`config.mk`:
```
export PLATFORM = sky130hd
export DESIGN_NAME = count_sequencer_flat
export DESIGN_NICKNAME = d
export VERILOG_FILES = /design/src/rtl/count_sequencer_pkg.sv /design/src/rtl/count_sequencer_if.sv /design/src/rtl/count_sequencer_counter.sv /design/src/rtl/count_sequencer.sv /design/src/flat_wrapper.sv
export SDC_FILE = /design/constraint.sdc
export NUM_CORES = 1
export LEC_CHECK = 0
export ABC_AREA = 1
export CAP_MARGIN = 30
export CORE_MARGIN = 2
export CORE_UTILIZATION = 24
export DETAILED_ROUTE_END_ITERATION = 7
export PLACE_DENSITY_LB_ADDON = 0.25
export SLEW_MARGIN = 20
export SYNTH_ARGS = -nofsm -noshare
export SYNTH_HDL_FRONTEND = slang
export SYNTH_SLANG_ARGS = --single-unit
```
`constraint.sdc`:
```
create_clock -name clock -period 1.9 [get_ports clock]
set_input_delay 0.38 -clock clock [delete_from_list [all_inputs] [get_ports clock]]
set_output_delay 0.38 -clock clock [all_outputs]
set_load 0.01 [all_outputs]
```
`src/rtl/count_sequencer_pkg.sv`:
```
// Shared types and constants for the two-requester count sequencer.
// No logic; state encoding, requester count and default counter width.
package count_seq_pkg;

    typedef enum logic [1:0] {
        IDLE  = 2'd0,
        LOAD  = 2'd1,
        COUNT = 2'd2,
        DONE  = 2'd3
    } state_t;

    localparam int NUM_REQ       = 2;
    localparam int DEFAULT_WIDTH = 4;

endpackage

```
`src/rtl/count_sequencer_if.sv`:
```
// Requester-side bus of the count sequencer: job requests, per-requester load/limit values, status.
// Pure wiring; requesters hold req until done or abort, no other flow control.
interface count_sequencer_if
    import count_seq_pkg::*;
#(
    parameter int WIDTH = DEFAULT_WIDTH
);
    logic [NUM_REQ-1:0] req;
    logic [WIDTH-1:0]   start0;
    logic [WIDTH-1:0]   start1;
    logic [WIDTH-1:0]   limit0;
    logic [WIDTH-1:0]   limit1;
    logic [NUM_REQ-1:0] grant;
    logic               busy;
    logic               done;
    logic               done_id;
    logic [WIDTH-1:0]   A;

    modport master (
        output req, start0, start1, limit0, limit1,
        input  grant, busy, done, done_id, A
    );

    modport slave (
        input  req, start0, start1, limit0, limit1,
        output grant, busy, done, done_id, A
    );
endinterface

```
`src/rtl/count_sequencer_counter.sv`:
```
// Up-counter with synchronous clear and parallel load (priority clear > load > increment).
// One-cycle update latency; carry flags the all-ones to zero rollover of an increment.
module CounterWithParallelLoad
    import count_seq_pkg::*;
#(
    parameter int WIDTH = DEFAULT_WIDTH
) (
    input  logic             clock,
    input  logic             clear,
    input  logic             load,
    input  logic             increment,
    input  logic [WIDTH-1:0] data_in,
    output logic [WIDTH-1:0] A,
    output logic             output_carry
);

    logic [WIDTH-1:0] count_q;
    logic [WIDTH-1:0] count_d;

    always_comb begin
        count_d = count_q;
        if (clear) begin
            count_d = '0;
        end else if (load) begin
            count_d = data_in;
        end else if (increment) begin
            count_d = count_q + WIDTH'(1);
        end
    end

    always_ff @(posedge clock) begin
        count_q <= count_d;
    end

    assign A            = count_q;
    assign output_carry = increment & (&count_q);

endmodule

```
`src/rtl/count_sequencer.sv`:
```
// Round-robin arbiter + FSM running one count job from start to limit; req->grant 1 cycle, done at 3+(limit-start).
// Owner dropping req aborts the job; optional sticky wrap flag under COUNT_SEQ_WRAP_FLAG_EN.
module count_sequencer
    import count_seq_pkg::*;
#(
    parameter int WIDTH = DEFAULT_WIDTH
) (
    input  logic              clock,
    input  logic              clear,
    count_sequencer_if.slave  bus
`ifdef COUNT_SEQ_WRAP_FLAG_EN
    ,
    output logic              wrapped
`endif
);

    state_t             state_q, state_d;
    logic [NUM_REQ-1:0] grant_q, grant_d;
    logic               owner_q, owner_d;
    logic               ptr_q, ptr_d;

    logic               winner;
    logic               owner_req;
    logic [WIDTH-1:0]   sel_start;
    logic [WIDTH-1:0]   sel_limit;
    logic [WIDTH-1:0]   cnt_val;
    logic               cnt_clr;
    logic               cnt_load;
    logic               cnt_inc;
    logic               cnt_carry;

    // Contention resolves to the pointer; otherwise whichever single bit is set.
    assign winner    = (bus.req[0] & bus.req[1]) ? ptr_q : bus.req[1];
    assign owner_req = bus.req[owner_q];
    assign sel_start = owner_q ? bus.start1 : bus.start0;
    assign sel_limit = owner_q ? bus.limit1 : bus.limit0;

    always_comb begin
        state_d  = state_q;
        grant_d  = grant_q;
        owner_d  = owner_q;
        ptr_d    = ptr_q;
        cnt_clr  = 1'b0;
        cnt_load = 1'b0;
        cnt_inc  = 1'b0;
        case (state_q)
            IDLE: begin
                if (|bus.req) begin
                    owner_d = winner;
                    grant_d = NUM_REQ'(1) << winner;
                    state_d = LOAD;
                end
            end
            LOAD: begin
                if (!owner_req) begin
                    cnt_clr = 1'b1;
                    grant_d = '0;
                    ptr_d   = ~owner_q;
                    state_d = IDLE;
                end else begin
                    cnt_load = 1'b1;
                    state_d  = COUNT;
                end
            end
            COUNT: begin
                if (!owner_req) begin
                    cnt_clr = 1'b1;
                    grant_d = '0;
                    ptr_d   = ~owner_q;
                    state_d = IDLE;
                end else if (cnt_val == sel_limit) begin
                    grant_d = '0;
                    state_d = DONE;
                end else begin
                    cnt_inc = 1'b1;
                end
            end
            DONE: begin
                ptr_d   = ~owner_q;
                state_d = IDLE;
            end
            default: begin
                state_d = IDLE;
            end
        endcase
    end

    always_ff @(posedge clock) begin
        if (clear) begin
            state_q <= IDLE;
            grant_q <= '0;
            owner_q <= 1'b0;
            ptr_q   <= 1'b0;
        end else begin
            state_q <= state_d;
            grant_q <= grant_d;
            owner_q <= owner_d;
            ptr_q   <= ptr_d;
        end
    end

    CounterWithParallelLoad #(
        .WIDTH (WIDTH)
    ) u_counter (
        .clock        (clock),
        .clear        (clear | cnt_clr),
        .load         (cnt_load),
        .increment    (cnt_inc),
        .data_in      (sel_start),
        .A            (cnt_val),
        .output_carry (cnt_carry)
    );

    assign bus.grant   = grant_q;
    assign bus.busy    = (state_q != IDLE);
    assign bus.done    = (state_q == DONE);
    assign bus.done_id = (state_q == DONE) & owner_q;
    assign bus.A       = cnt_val;

`ifdef COUNT_SEQ_WRAP_FLAG_EN
    logic wrapped_q, wrapped_d;

    always_comb begin
        wrapped_d = wrapped_q;
        if (state_q == LOAD) begin
            wrapped_d = 1'b0;
        end else if ((state_q == COUNT) && cnt_carry) begin
            wrapped_d = 1'b1;
        end
    end

    always_ff @(posedge clock) begin
        if (clear) begin
            wrapped_q <= 1'b0;
        end else begin
            wrapped_q <= wrapped_d;
        end
    end

    assign wrapped = wrapped_q;
`else
    logic unused_carry;
    assign unused_carry = cnt_carry;
`endif

endmodule

```
`src/flat_wrapper.sv`:
```
// flat-port wrapper written by rule: the top's interface ports become plain ports
module count_sequencer_flat import count_seq_pkg::*;
#(
    parameter int WIDTH = DEFAULT_WIDTH
)
  (clock, clear, bus_req, bus_start0, bus_start1, bus_limit0, bus_limit1, bus_grant, bus_busy, bus_done, bus_done_id, bus_A);
  count_sequencer_if #(.WIDTH(WIDTH)) bus_i ();
  input  logic clock;
  input  logic clear;
  input wire logic [$bits(bus_i.req)-1:0] bus_req;
  input wire logic [$bits(bus_i.start0)-1:0] bus_start0;
  input wire logic [$bits(bus_i.start1)-1:0] bus_start1;
  input wire logic [$bits(bus_i.limit0)-1:0] bus_limit0;
  input wire logic [$bits(bus_i.limit1)-1:0] bus_limit1;
  output wire logic [$bits(bus_i.grant)-1:0] bus_grant;
  output wire logic [$bits(bus_i.busy)-1:0] bus_busy;
  output wire logic [$bits(bus_i.done)-1:0] bus_done;
  output wire logic [$bits(bus_i.done_id)-1:0] bus_done_id;
  output wire logic [$bits(bus_i.A)-1:0] bus_A;
  assign bus_i.req = bus_req;
  assign bus_i.start0 = bus_start0;
  assign bus_i.start1 = bus_start1;
  assign bus_i.limit0 = bus_limit0;
  assign bus_i.limit1 = bus_limit1;
  assign bus_grant = bus_i.grant;
  assign bus_busy = bus_i.busy;
  assign bus_done = bus_i.done;
  assign bus_done_id = bus_i.done_id;
  assign bus_A = bus_i.A;
  count_sequencer #(.WIDTH(WIDTH)) u_core (.clock(clock), .clear(clear), .bus(bus_i));
endmodule
```
==> impl_metrics.toml <==
[layout]
antenna_cells_inserted = 0
post_layout_nonfiller_instances = 217
area_growth_syn_to_layout_pct = 46.3
utilization_pct = 36.4
final_layout_size_suffix_gt1_share_pct = 9.36
final_nets = 197

[route]
drt_wl_total_um = 2100
drt.antenna.violating_nets = 0
wl_per_cell_um = 9.69
avgViaCountPerCell = 4.36
detail_route.iter0.violations = 55
drtPass1Iterations = 4
route.vias.total = 947
route.detailed.drc = 0

[worst_setup_path]
crit_type = "flop to primary output"
cp_data_arrival_time_ns = 1.44
worst-r2r-setup-slack_ns = 0.26
critical_path.reg2reg.startpoint = "u_core.owner_q$_SDFFE_PP0P_"
critical_path.endpoint_type = "primary output"
worst-path-max-fanout = 4
r2r_end = "u_core.u_counter.A[2]$_SDFFE_PP0P_"
reg2reg_depth = 10
crit_start = "u_core.state_q[1]$_SDFFE_PP0P_"
critical_path_required_ns = 1.52
critical_path.startpoint_type = "flop"

[timing]
post-route-period-util_pct = 95.7
skew_ns = 0.00325
setup-violations-final = 0
timing_hold_violations_final = 0
hold-worst-slack_ns = 0.509
max_freq_mhz = 550
worstMarginPinSlew_ns = 0.250
maxSlewHeadroom_pct = 83.3
period_needed_ns = 1.82
report.final.slew_viol_count = 0

[pwr]
power.switching_uw = 218
pwr-share-seq_pct = 36.5
switching_share_pct = 32.4
p_int_uw = 454
pwr_density_cell_nw_per_um2 = 554
combinationalPowerShare_pct = 34.1
cellLeakagePower_uw = 0.000568
ir_drop_mv = 0.335
clock_power_share_pct = 29.4

[synth]
synth_area_per_cell_sq_um = 5.97
top_area_cell_type_share_of_the_netlist_area_pct = 24.9
syn_nets = 164
synth_cell_types = 20
synth-seq-area-share_pct = 24.1
mappedNetlistArea_sq_um = 830
yosysWarnings = 0
synthesis.instances = 139
post_synth_main_area_contributors = "sky130_fd_sc_hd__nand2_1, sky130_fd_sc_hd__dfxtp_1, sky130_fd_sc_hd__inv_1"
synth.ff_latch_count = 10
yosysTopAreaCell = "sky130_fd_sc_hd__nand2_1"

[clock_tree]
ctsLongestPathBuffers = 2
clock_insertion_delay_worst_skew_ns = 0.26
clock_tree.root_cell = "sky130_fd_sc_hd__clkbuf_4"
cts-buffers-inserted = 3
numClockSinks = 10
clkTransAtPathRegs_ns = 0.08
cts_htree_levels = 1
cts_tree = "built"

[grt]
grt_max_degree = 11
global_route_wire_length_before_repair_um = 3710
grt_remaining_overflow = 0
first_global_vias = 906
global_route.usage.total_pct = 11.5
grt_antenna_before_repair = 0

[die]
dieArea_sq_um = 3940
start_util_pct = 24.9
rows = 21
io_pins = 29
chip_height_um = 62.8
die_width_um = 62.8
core-area_sq_um = 3340

[run_status]
run_status = "finished, final reports clean"

[place]
gp_congestion = 0.866
placement.io_buffers = 28
placed_cells = 213
dp.final_hpwl_um = 1700

[job]
max_cap_viol_count = 0

[worst_hold_path]
min-delay-path-class = "flop to flop"
origin_of_the_worst_min_delay_path = "u_core.state_q[1]$_SDFFE_PP0P_"
worst_hold_path.num_cells = 2
hold_end = "u_core.state_q[1]$_SDFFE_PP0P_"
[flip-flops by register name (all words and copies together), names as in the netlist]
| signal | flops |
|---|---|
| u_core.bus.grant | 2 |
| u_core.owner_q | 1 |
| u_core.ptr_q | 1 |
| u_core.state_q | 2 |
| u_core.u_counter.A | 4 |
[cells in the mapped netlist]
master                     count
sky130_fd_sc_hd__nand3b_1      1
sky130_fd_sc_hd__a21oi_1       9
sky130_fd_sc_hd__inv_2         1
sky130_fd_sc_hd__ha_1          5
sky130_fd_sc_hd__nand3_4       1
sky130_fd_sc_hd__nand2_4       1
sky130_fd_sc_hd__o21ai_2       1
sky130_fd_sc_hd__nand3_1      10
sky130_fd_sc_hd__nand3_2       1
sky130_fd_sc_hd__nand2_1      55
sky130_fd_sc_hd__nor2_4        1
sky130_fd_sc_hd__nor2_1       10
sky130_fd_sc_hd__nand2_2       1
sky130_fd_sc_hd__dfxtp_1      10
sky130_fd_sc_hd__or2_2         1
sky130_fd_sc_hd__o21ai_0       6
sky130_fd_sc_hd__inv_1        21
sky130_fd_sc_hd__o211ai_1      1
sky130_fd_sc_hd__buf_6         1
sky130_fd_sc_hd__xor2_1        2
[worst max path at each step]
| stage | endpoint | slack [ns] |
|---|---|---|
| 4_1_cts | bus_done_id | 0.002 |
| 5_1_grt | bus_done_id | -0.009 |
| 3_3_place_gp | u_core.bus.grant[0]$_SDFFE_PP0P_ | 0.12 |
| 2_1_floorplan | u_core.u_counter.A[0]$_SDFFE_PP0P_ | 0.58 |
| 3_5_place_dp | u_core.u_counter.A[0]$_SDFFE_PP0P_ | 0.08 |
| 6_report | bus_done_id | 0.08 |
[layout make-up]
type	instances	area, sq um
clock buffers	4	36.3
fillers	364	2120
inverters	22	82.6
multi-input cells	106	548
flip-flops and latches	10	203
well taps	46	57.6
repair buffers	29	287
[per-layer routing]
metal	vias up	routed length, um	GRT usage [%]
li1	500	-	-
met1	417	956	14.1
met2	28	1010	19.5
met3	2	123	3.06
met4	0	8	3.89
met5	-	0	0
[critical path: stages (launching register included)]
cell and delay [ns]:
sky130_fd_sc_hd__dfxtp_2 0.38, sky130_fd_sc_hd__ha_4 0.16, sky130_fd_sc_hd__nand2_1 0.05, sky130_fd_sc_hd__inv_1 0.06, sky130_fd_sc_hd__clkdlybuf4s50_1 0.52
[placed cells by master, fill, tap and decap left out, types with 2 or more instances in the layout]
| master | count |
|---|---|
| sky130_fd_sc_hd__clkdlybuf4s50_1 | 27 |
| sky130_fd_sc_hd__o21ai_0 | 6 |
| sky130_fd_sc_hd__nand3_1 | 10 |
| sky130_fd_sc_hd__dfxtp_1 | 8 |
| sky130_fd_sc_hd__xor2_1 | 2 |
| sky130_fd_sc_hd__dfxtp_2 | 2 |
| sky130_fd_sc_hd__nor2_1 | 10 |
| sky130_fd_sc_hd__clkbuf_4 | 3 |
| sky130_fd_sc_hd__a21oi_1 | 9 |
| sky130_fd_sc_hd__inv_1 | 21 |
| sky130_fd_sc_hd__nand2_1 | 55 |
| sky130_fd_sc_hd__ha_1 | 4 |
[cell families (layout without fill, tap and decap cells)]
kind of cell    Yosys count  count (layout)  synth area share, %
fa+ha+maj                 5               5                 7.54
xor+xnor                  2               2                 2.11
buf+inv                  23              55                 11.3
compound gates           17              17                 11.0
flops                    10              10                 24.1
simple gates             82              82                 43.9
[power groups by stage]
stage / Clock [uW] / Combinational (uW) / Sequential, uW
finish: 198 / 229 / 245
CTS: 211 / 232 / 244
global placement: 0 / 231 / 248
global route: 219 / 262 / 249
detailed placement: 0 / 233 / 248
floorplan: 0 / 134 / 250
[repair_timing]
item,in CTS,in global routing
setup endpoints to repair,2,1
hold buffers,0,0
buffers inserted,0,0
cloned,0,0
pin swaps,1,0
resized for setup,3,2
[per-stage QoR]
step / setup TNS [ns] / total power (uW) / setup slack, ns / instance area [sq um]
final: 0 / 672 / 0.0813 / 1210
after global routing: -0.00850 / 730 / -0.00850 / 1210
after CTS: 0 / 687 / 0.00229 / 1200
after detailed placement: 0 / 481 / 0.0815 / 1160
after global placement: 0 / 479 / 0.124 / 1160
after floorplan: 0 / 384 / 0.580 / 830
Note: power is estimated with default switching activity, not from simulation.
